==> config.mk <==
export PLATFORM = sky130hd
export DESIGN_NAME = uart_top
export DESIGN_NICKNAME = d
export VERILOG_FILES = /design/src/rtl/uart_top.sv
export SDC_FILE = /design/constraint.sdc
export NUM_CORES = 1
export LEC_CHECK = 0
export BUFFER_PORTS_ARGS = -buffer_cell sky130_fd_sc_hd__buf_4
export CAP_MARGIN = 0
export CORE_MARGIN = 1.5
export CORE_UTILIZATION = 65
export DETAILED_ROUTE_END_ITERATION = 8
export GPL_ROUTABILITY_DRIVEN = 1
export PLACE_DENSITY = 0.83
export SYNTH_ARGS = -nofsm -noshare
export SYNTH_HDL_FRONTEND = slang
export SYNTH_SLANG_ARGS = --single-unit
==> constraint.sdc <==
create_clock -name clk -period 4.89 [get_ports clk]
set_input_delay 0.489 -clock clk [delete_from_list [all_inputs] [get_ports clk]]
set_output_delay 0.489 -clock clk [all_outputs]
set_load 0.02 [all_outputs]
==> src/rtl/uart_top.sv <==
// Full-duplex UART, 8N1 by default. Define UART_PARITY_EN to add an even-parity bit
// in both directions (11-bit frames).
module uart_top #(
  parameter int CLKS_PER_BIT = 5208
) (
  input  logic       clk,
  input  logic       rst,
  input  logic       rx_data,
  input  logic       tx_enable,
  input  logic [7:0] tx_parallel,
  output logic [7:0] rx_parallel,
  output logic       rx_ready,
  output logic       tx_ready,
  output logic       tx_data
);

  localparam int CW = $clog2(CLKS_PER_BIT);
  localparam logic [CW-1:0] LAST      = CW'(CLKS_PER_BIT - 1);
  localparam logic [CW-1:0] HALF_LAST = CW'(CLKS_PER_BIT / 2 - 1);

  typedef enum logic [2:0] {
    RX_IDLE,
    RX_START,
    RX_DATA,
    RX_STOP,
    RX_WAIT_HIGH
`ifdef UART_PARITY_EN
    , RX_PARITY
`endif
  } rx_state_t;

  typedef enum logic [2:0] {
    TX_IDLE,
    TX_START,
    TX_DATA,
    TX_STOP
`ifdef UART_PARITY_EN
    , TX_PARITY
`endif
  } tx_state_t;

  rx_state_t       rx_state;
  logic [CW-1:0]   rx_cnt;
  logic [2:0]      rx_bit;
  logic [7:0]      rx_shift;
  logic            rx_meta, rx_sync, rx_sync_d;
  logic            rx_par_ok;

  tx_state_t       tx_state;
  logic [CW-1:0]   tx_cnt;
  logic [2:0]      tx_bit;
  logic [7:0]      tx_byte;

`ifndef UART_PARITY_EN
  assign rx_par_ok = 1'b1;
`endif

  // rx_sync_d only exists to spot the synchronised 1->0 edge while idle
  always_ff @(posedge clk or posedge rst) begin
    if (rst) begin
      rx_meta     <= 1'b1;
      rx_sync     <= 1'b1;
      rx_sync_d   <= 1'b1;
      rx_state    <= RX_IDLE;
      rx_cnt      <= '0;
      rx_bit      <= '0;
      rx_shift    <= '0;
      rx_parallel <= '0;
      rx_ready    <= 1'b1;
`ifdef UART_PARITY_EN
      rx_par_ok   <= 1'b1;
`endif
    end else begin
      rx_meta   <= rx_data;
      rx_sync   <= rx_meta;
      rx_sync_d <= rx_sync;
      case (rx_state)
        RX_IDLE: begin
          rx_cnt <= '0;
          if (rx_sync_d && !rx_sync) begin
            rx_state <= RX_START;
            rx_ready <= 1'b0;
          end
        end
        RX_START: begin
          if (rx_cnt == HALF_LAST) begin
            rx_cnt <= '0;
            rx_bit <= '0;
            if (rx_sync) begin
              rx_state <= RX_IDLE;
              rx_ready <= 1'b1;
            end else begin
              rx_state <= RX_DATA;
            end
          end else begin
            rx_cnt <= rx_cnt + 1'b1;
          end
        end
        RX_DATA: begin
          if (rx_cnt == LAST) begin
            rx_cnt           <= '0;
            rx_shift[rx_bit] <= rx_sync;
            rx_bit           <= rx_bit + 1'b1;
            if (rx_bit == 3'd7) begin
`ifdef UART_PARITY_EN
              rx_state <= RX_PARITY;
`else
              rx_state <= RX_STOP;
`endif
            end
          end else begin
            rx_cnt <= rx_cnt + 1'b1;
          end
        end
`ifdef UART_PARITY_EN
        RX_PARITY: begin
          if (rx_cnt == LAST) begin
            rx_cnt    <= '0;
            rx_par_ok <= (rx_sync == ^rx_shift);
            rx_state  <= RX_STOP;
          end else begin
            rx_cnt <= rx_cnt + 1'b1;
          end
        end
`endif
        RX_STOP: begin
          if (rx_cnt == LAST) begin
            rx_cnt <= '0;
            if (rx_sync) begin
              if (rx_par_ok) rx_parallel <= rx_shift;
              rx_ready <= 1'b1;
              rx_state <= RX_IDLE;
            end else begin
              rx_state <= RX_WAIT_HIGH;
            end
          end else begin
            rx_cnt <= rx_cnt + 1'b1;
          end
        end
        RX_WAIT_HIGH: begin
          if (rx_sync) begin
            rx_ready <= 1'b1;
            rx_state <= RX_IDLE;
          end
        end
        default: rx_state <= RX_IDLE;
      endcase
    end
  end

  always_ff @(posedge clk or posedge rst) begin
    if (rst) begin
      tx_state <= TX_IDLE;
      tx_cnt   <= '0;
      tx_bit   <= '0;
      tx_byte  <= '0;
      tx_ready <= 1'b1;
      tx_data  <= 1'b1;
    end else begin
      case (tx_state)
        TX_IDLE: begin
          tx_cnt <= '0;
          if (tx_enable) begin
            tx_byte  <= tx_parallel;
            tx_ready <= 1'b0;
            tx_data  <= 1'b0;
            tx_state <= TX_START;
          end
        end
        TX_START: begin
          if (tx_cnt == LAST) begin
            tx_cnt   <= '0;
            tx_bit   <= '0;
            tx_data  <= tx_byte[0];
            tx_state <= TX_DATA;
          end else begin
            tx_cnt <= tx_cnt + 1'b1;
          end
        end
        TX_DATA: begin
          if (tx_cnt == LAST) begin
            tx_cnt <= '0;
            if (tx_bit == 3'd7) begin
`ifdef UART_PARITY_EN
              tx_data  <= ^tx_byte;
              tx_state <= TX_PARITY;
`else
              tx_data  <= 1'b1;
              tx_state <= TX_STOP;
`endif
            end else begin
              tx_data <= tx_byte[tx_bit + 3'd1];
              tx_bit  <= tx_bit + 1'b1;
            end
          end else begin
            tx_cnt <= tx_cnt + 1'b1;
          end
        end
`ifdef UART_PARITY_EN
        TX_PARITY: begin
          if (tx_cnt == LAST) begin
            tx_cnt   <= '0;
            tx_data  <= 1'b1;
            tx_state <= TX_STOP;
          end else begin
            tx_cnt <= tx_cnt + 1'b1;
          end
        end
`endif
        TX_STOP: begin
          if (tx_cnt == LAST) begin
            tx_cnt   <= '0;
            tx_ready <= 1'b1;
            tx_state <= TX_IDLE;
          end else begin
            tx_cnt <= tx_cnt + 1'b1;
          end
        end
        default: tx_state <= TX_IDLE;
      endcase
    end
  end

endmodule

==> impl_summary.md, run 1 <==
STA
The count of final setup violators is 0. The final-layout worst hold slack is 0.260 ns. The maximum clock rate is 420 MHz.

The clock arrives with 0.00498 ns of skew. The shortest period the worst path allows is 2.38 ns. In the final timing run, aggregate negative setup slack is 0 ns. Of the available clock period, the critical path in the final layout requires 48.7%. Setup repair after global routing left no endpoint under its margin. The max-slew violation count is 0. The headroom to the max-slew limit is 45.7%. The final worst-path setup slack is 2.51 ns. At the pin with the least slew margin, the transition time is 0.815 ns. The hold violation total from the final report is 0.

Clocking
The post-cts sizing count is 0. The insertion delay of the later-clocked pin in the worst-skew pair is 0.34 ns. For this design, the CTS-stage hold fixing added 0 buffers. The clock root buffer master is clkbuf_8.

The clock tree from TritonCTS is built. The number of setup buffers added after CTS is 0. In this run, CTS created clock tree buffers numbering 9. The total number of clock tree sinks is 67. The H-tree was split into 3 levels. The maximum root-to-sink buffer count is 2. The clock slew at the register clock pins of the worst setup and hold paths is 0.07 ns.

Logic synthesis
For this run, the leading register cell type out of synthesis is dfrtp_1. The total of warnings raised by yosys is 0. Summing the sequential cell areas from Yosys gives 48.3% of the chip area. In this run, synthesis inferred 0 flip-flops with an integrated enable. The fraction of registers with async set or reset after synthesis is 100%. The number of synthesized register bits is 67. The synthesized netlist contains 52 unique library cells. The synthesized net count is 353.

In the synthesized netlist, the number of instances is 329. The netlist area before placement is 3490 um^2. The synthesized area divided by synthesized cell count is 10.6 um^2.

Placed design
Routability-driven placement finished with a final weighted congestion of 0.875. After detailed placement, the design holds a cell count of 411. The post-place instance area is 3690 um^2. The quantity of I/O buffers inserted on ports is 22.

The pre-CTS setup slack is 2.55 ns. The wire-length estimate of the detail-placed layout is 4.55 mm.

Floorplan
From bottom edge to top edge, the die measures 76.3 um. The die width is 76.3 um. The area of the core is 5140 um^2. The total die area is 5810 um^2. The number of top-level pins is 23. The initial core utilization is 67.9%. The floorplan has 26 rows.

Cells and area
Summing all non-filler instances in the final layout gives an area of 3880 um^2. The share of final-layout standard cells stronger than drive strength 1 is 23.0%. The number of inserted filler cells in the final layout is 371. The most common cell after layout, fill and taps aside is dfrtp_1.

The number of antenna diodes in the final layout is 0. The total number of nets in the final design is 376. The final instance count without filler cells is 427.

The library cells used most frequently in the layout, excluding fill and tap cells, are dfrtp_1 (61), nand2_1 (31), mux2_2 (26). The final core utilization is 75.6%. The layout overhead on the synthesized area is 11.3%.

Setup path
Following the worst setup path forward leads to its endpoint at rx_shift[0]$_DFFE_PP0P_. In this run the critical register-to-register path is captured at rx_shift[0]$_DFFE_PP0P_. The required time at the worst-slack endpoint is 5.12 ns.

The endpoint type of the worst setup path is a register. The timing startpoint of the critical path is rx_cnt[0]$_DFFE_PP0P_. Along the worst path, the maximum fanout reaches 8.

The startpoint type of the worst setup path is a register. For flop-to-flop paths, the worst setup slack is 2.51 ns. The critical path start-end classification is register to register. The startpoint of the worst-slack reg-to-reg timing path is rx_cnt[0]$_DFFE_PP0P_.

The arrival time at the worst endpoint is 2.61 ns. The number of cell instances on the worst register-to-register path is 6.

Global route
The first global-routing pass estimated 11.7 mm of wire. The number of global-route vias before repair came to 2610. Entering global routing, the biggest net connects 68 pins. The total routing resource utilization after global routing is 25.4%.

The number of antenna violations at the first check in global routing came to 0. For this run the aggregate overflow at the end of global routing stands at 0.

Power
For this design the ratio of total power to cell area is 327 nW/um^2. The overall power is 1.27 mW. The worst-case IR drop observed on VDD is 179 uV.

In this run the static leakage power is 1.75 nW.

Routing
The count of nets left with antenna violations after detail routing is 0. The number of vias after detailed routing is 2650. Wires add up to 6.79 mm. For this run, design rule violations remaining after detail routing come to 0. The number of DRC markers after the initial detailed-route iteration is 245. Dividing the detail-routed wire length by the instance count gives 15.9 um. The iteration count of the initial detailed-routing pass is 4. After detailed routing, the number of vias per cell comes to 6.21.

Job
Across the run, the number of max-cap violations was 0.

Run status
The flow ran to the end, and the final reports show no timing, DRC or antenna violations.

Min path
The worst hold path belongs to the class input pin to register.
## cell families after synthesis
| kind of cell | share of synthesized area (%) |
|---|---|
| AND/OR/NAND/NOR | 19.7 |
| XOR/XNOR | 1.26 |
| multiplexers | 11.2 |
| AO/OA/AOI/OAI | 12.3 |
| flip-flops | 48.3 |
| buffers and inverters | 2.98 |
| adder cells (fa/ha/maj) | 4.30 |
## power by group
part           internal [mW]  switching (mW)  total, mW
Combinational         0.0737          0.0980      0.172
Sequential             0.590          0.0521      0.642
Clock                  0.247           0.209      0.456
## synthesized netlist by cell type (5+ instances only)
library cell  number  area share [%]
a21oi_1           15             2.2
a22o_1            14             3.5
clkbuf_1           5            0.54
dfrtp_1           61              44
dfstp_2            6             4.5
ha_1              12             4.3
inv_1             12             1.3
mux2_2            26             8.4
nand2_1           31             3.3
nand3_1           14             2.0
nand4_1           10             1.8
nor2_1            21             2.3
nor3_1             8             1.1
o21ai_0           25             3.6
## critical path, stage by stage (launching register included)
cell and delay, ns:
dfrtp_1 0.40, ha_1 0.20, and2_1 0.31, nand4_4 0.19, or3_1 0.50, nor4_1 0.28, mux2_2 0.38
## registers in the layout, summed over array words and instances (netlist names), 2 cells and up
signal	count
rx_cnt	13
tx_cnt	13
rx_parallel	8
rx_shift	8
tx_byte	8
rx_bit	3
rx_state	3
tx_bit	3
tx_state	2
## cell type report
| cell class | instances | area, um^2 | area share (%) |
|---|---|---|---|
| clock inverter | 5 | 52.6 | 1.35 |
| timing repair buffer | 23 | 173 | 4.45 |
| multi-input combinational | 239 | 1700 | 43.8 |
| sequential | 67 | 1680 | 43.4 |
| inverter | 12 | 45.0 | 1.16 |
| clock buffer | 11 | 141 | 3.64 |
| tap | 70 | 87.6 | 2.26 |
## worst min-delay path by stage
stage	end	startpoint	slack, ns	depth (start not counted)
2_1_floorplan	rx_sync$_DFF_PP1_	rx_meta$_DFF_PP1_	0.35	0
3_3_place_gp	rx_sync$_DFF_PP1_	rx_meta$_DFF_PP1_	0.35	0
3_5_place_dp	rx_sync$_DFF_PP1_	rx_meta$_DFF_PP1_	0.35	0
4_1_cts	rx_meta$_DFF_PP1_	rx_data	0.25	1
5_1_grt	rx_meta$_DFF_PP1_	rx_data	0.25	1
6_report	rx_meta$_DFF_PP1_	rx_data	0.26	1
## routing by layer
| metal | share of wire, % | vias up | global-route usage [%] | wire length (um) |
|---|---|---|---|---|
| met2 | 50 | 74 | 41.3 | 3420 |
| met5 | 0 | - | 0 | 0 |
| met3 | 3.8 | 16 | 5.99 | 258 |
| met4 | 2.2 | 0 | 11.5 | 146 |
| li1 | - | 1244 | - | - |
| met1 | 44 | 1316 | 32.2 | 2960 |
Note: power is estimated with default switching activity, not from simulation.
==> inputs of run 2 (changes only) <==
--- a/config.mk
+++ b/config.mk
@@ -8,10 +8,10 @@
 export BUFFER_PORTS_ARGS = -buffer_cell sky130_fd_sc_hd__buf_4
 export CAP_MARGIN = 0
 export CORE_MARGIN = 1.5
-export CORE_UTILIZATION = 65
+export CORE_UTILIZATION = 60
 export DETAILED_ROUTE_END_ITERATION = 8
 export GPL_ROUTABILITY_DRIVEN = 1
-export PLACE_DENSITY = 0.83
+export PLACE_DENSITY = 0.77
 export SYNTH_ARGS = -nofsm -noshare
 export SYNTH_HDL_FRONTEND = slang
 export SYNTH_SLANG_ARGS = --single-unit
==> constraint.sdc (replaced) <==
create_clock -name clk -period 2.25 [get_ports clk]
set_input_delay 0.225 -clock clk [delete_from_list [all_inputs] [get_ports clk]]
set_output_delay 0.225 -clock clk [all_outputs]
set_load 0.02 [all_outputs]
==> run 2 against run 1 <==
Critical path depth is the same. Clock power grew to 2.7 times the previous value. Die area grew 8.0%. Largest power group unchanged. Highest routed layer unchanged.
==> impl_summary.md, run 2 (synthesis results as in run 1) <==
STA
The count of final setup violators is 0 (unchanged). The hold violation total from the final report is 0 (unchanged). The worst-margin pin slew came to 0.622 ns (-0.193 ns). The maximum clock rate is 479 MHz (+14%).

The share of the clock period used by the worst path after layout is 92.7% (+44 points). Setup repair after global routing left no endpoint under its margin. The max-slew violation count was 0 (unchanged). The final worst-path setup slack is 0.164 ns (-2.35 ns). The shortest period the worst path allows was 2.09 ns (-0.294 ns).

The final setup skew is 0.00644 ns (+0.00146 ns). The headroom to the max-slew limit came to 58.4% (+13 points). The total negative slack for setup checks was 0 ns (unchanged).

Job
The max-capacitance violation count is 0 (unchanged).

Cells and area
The share of final-layout standard cells stronger than drive strength 1 is 26.2% (+3.2 points). Relative to the synthesized area, the layout overhead comes to 17.3%. Leaving out fill and tap cells, the most frequent cell in the layout is dfrtp_1.

Leaving out fill and tap cells, the most frequent cells in the layout are dfrtp_1 (61), buf_4 (37), nand2_1 (31). The number of antenna diodes is 0 (unchanged). The final instance count without filler cells is 446 (+4.4%). The total number of nets in the final design is 393 (+4.5%). The number of inserted filler cells in the final layout came to 411 (+11%).

The largest registers in the layout are rx_cnt x13, tx_cnt x13.

Routing
The sum of routed wire length over all layers is 7.01 mm (+3.2%). The number of DRC markers after the initial detailed-route iteration is 249 (+1.6%). The detailed-route DRC error count is 0 (unchanged).

The iteration count of the initial detailed-routing pass came to 5 (+1). The count of nets left with antenna violations after detail routing is 0 (unchanged). The via-per-instance ratio was 5.95 (-4.1%).

The number of vias after detailed routing was 2655 (+0.19%). The routed wirelength normalized by instance count is 15.7 um (-1.2%).

Setup path
The cell family with the largest share of critical-path delay is multiplexers. The worst setup path is captured at a register. The worst setup path is of the register to register kind. The cell occurring most often along the worst timing path is ha_1. The required time at the worst-slack endpoint is 2.51 ns (-2.61 ns). The maximum fanout encountered on the critical timing path is 3 (-5).

The number of buffer and inverter instances along the worst setup path is 0 (unchanged). The slowest stage of the critical path is the mux4_2 cell. Walking the worst path, the cells encountered are ha_1 -> ha_1 -> mux4_2 -> mux2_2 -> o211ai_1 -> a22oi_1.

The startpoint type of the worst setup path is a register. The largest stage delay on the critical path is 0.53 ns (+0.03 ns). The arrival time at the worst endpoint was 2.35 ns (-0.26 ns).

Floorplan
The area of the core is 5570 um^2 (+8.4%). The initial core utilization was 62.6% (-5.3 points). The total die area is 6280 um^2 (+8.0%). The number of top-level pins is 23 (unchanged).

The number of core rows is 27 (+3.8%). The die width is 79.3 um (+3.9%). The overall die height is 79.3 um (+3.9%).

Min path
The tightest min-delay check is of the input pin to register type.

Global route
The number of global-route vias before repair was 2630 (+0.77%). The pin count of the biggest net entering global routing is 43 (-37%). The wire length of the first global-routing pass came to 12.1 mm (+3.5%).

The total routing resource utilization after global routing was 25.1% (-0.30 points). The total global routing overflow came to 0 (unchanged). The number of antenna violations at the first check in global routing is 0 (unchanged).

Power
The switching power total was 0.804 mW (+120%). The internal power consumption is 2.24 mW (+150%). The clock network fraction of total power is 40.1% (+4.2 points). The overall power is 3.05 mW (+140%). The worst IR drop on VDD was 522 uV (+190%).

The power density relative to cell area is 746 nW/um^2 (+130%). The static leakage power was 1.89 nW (+7.7%). The relative contribution of combinational cells to total power was 15.0% (+1.5 points). The share of total power consumed by net switching is 26.4% (-1.9 points).

The fraction of power consumed by sequential logic came to 44.8% (-5.8 points).

Run status
The run finished with clean final reports.

Placed design
The HPWL after detailed placement came to 4.70 mm (+3.1%). The quantity of I/O buffers inserted on ports was 22 (unchanged). The pre-CTS setup slack was 0.115 ns (-2.43 ns). The final weighted congestion in routability-driven placement was 0.860 (-1.7%). The number of placed instances with taps included is 428 (+4.1%).

Clocking
The total clock buffers created by CTS was 9 (unchanged). The clock tree from TritonCTS is built. The total number of clock tree sinks is 67 (unchanged). The clock root buffer master is clkbuf_8. The clock slew at the register clock pins of the worst setup and hold paths is 0.07 ns (about the same).

The insertion delay of the later-clocked pin in the worst-skew pair is 0.34 ns (about the same). The maximum root-to-sink buffer count was 2 (unchanged). The buffers inserted during post-CTS setup optimization came to 0 (unchanged). The maximum level of the CTS H-tree came to 3 (unchanged).
run 2: final cells by class:
cell class | count | area, um^2 | area share, %
Clock buffer | 11 | 141 | 3.46
Clock inverter | 5 | 100 | 2.45
Inverter | 12 | 45.0 | 1.10
Multi-Input combinational cell | 239 | 1710 | 41.8
Sequential cell | 67 | 1680 | 41.2
Tap cell | 72 | 90.1 | 2.20
Timing Repair Buffer | 40 | 318 | 7.77
run 2: stage by stage:
step                      util (%)  area, um^2  hold WS (ns)
after detailed placement      68.5        3820         0.330
after global placement        68.5        3820         0.332
after floorplan                  -        3490         0.229
final                         73.4        4090         0.116
after global routing          73.4        4090         0.109
after CTS                     73.2        4080         0.105
run 2: timing repair:
action,in CTS,in global routing
hold endpoints to repair,24,0
endpoints found under the setup margin,0,3
hold buffers,2,0
resized for setup,0,2
run 2: worst paths after layout:
kind / startpoint / end / slack (ns) / depth (start not counted)
worst max-delay path: tx_bit[1]$_DFFE_PP0P_ / tx_data$_DFFE_PP1P_ / 0.16 / 6
worst min-delay path: tx_parallel[0] / tx_byte[0]$_DFFE_PP0P_ / 0.12 / 2
worst max register to register: tx_bit[1]$_DFFE_PP0P_ / tx_data$_DFFE_PP1P_ / 0.16 / 6
worst min register to register: rx_meta$_DFF_PP1_ / rx_sync$_DFF_PP1_ / 0.37 / 0
max in group asynchronous: rst / rx_ready$_DFFE_PP1P_ / 1.06 / 4
min in group asynchronous: rst / tx_state[1]$_DFFE_PP0P_ / 0.52 / 3
run 2: routing by layer:
metal,vias to the layer above,GRT usage [%],share of wire (%)
met4,0,10.4,2.0
met2,61,41.0,49
li1,1285,-,-
met1,1294,32.1,45
met5,-,0,0
met3,15,5.75,3.9
run 2: power by group through the flow:
stage                     clock [mW]  combinational, mW  sequential (mW)
final                           1.22              0.459             1.37
after global routing            1.28              0.509             1.38
after CTS                       1.24              0.460             1.36
after detailed placement           0              0.443             1.39
after global placement             0              0.421             1.38
after floorplan                    0              0.320             1.37
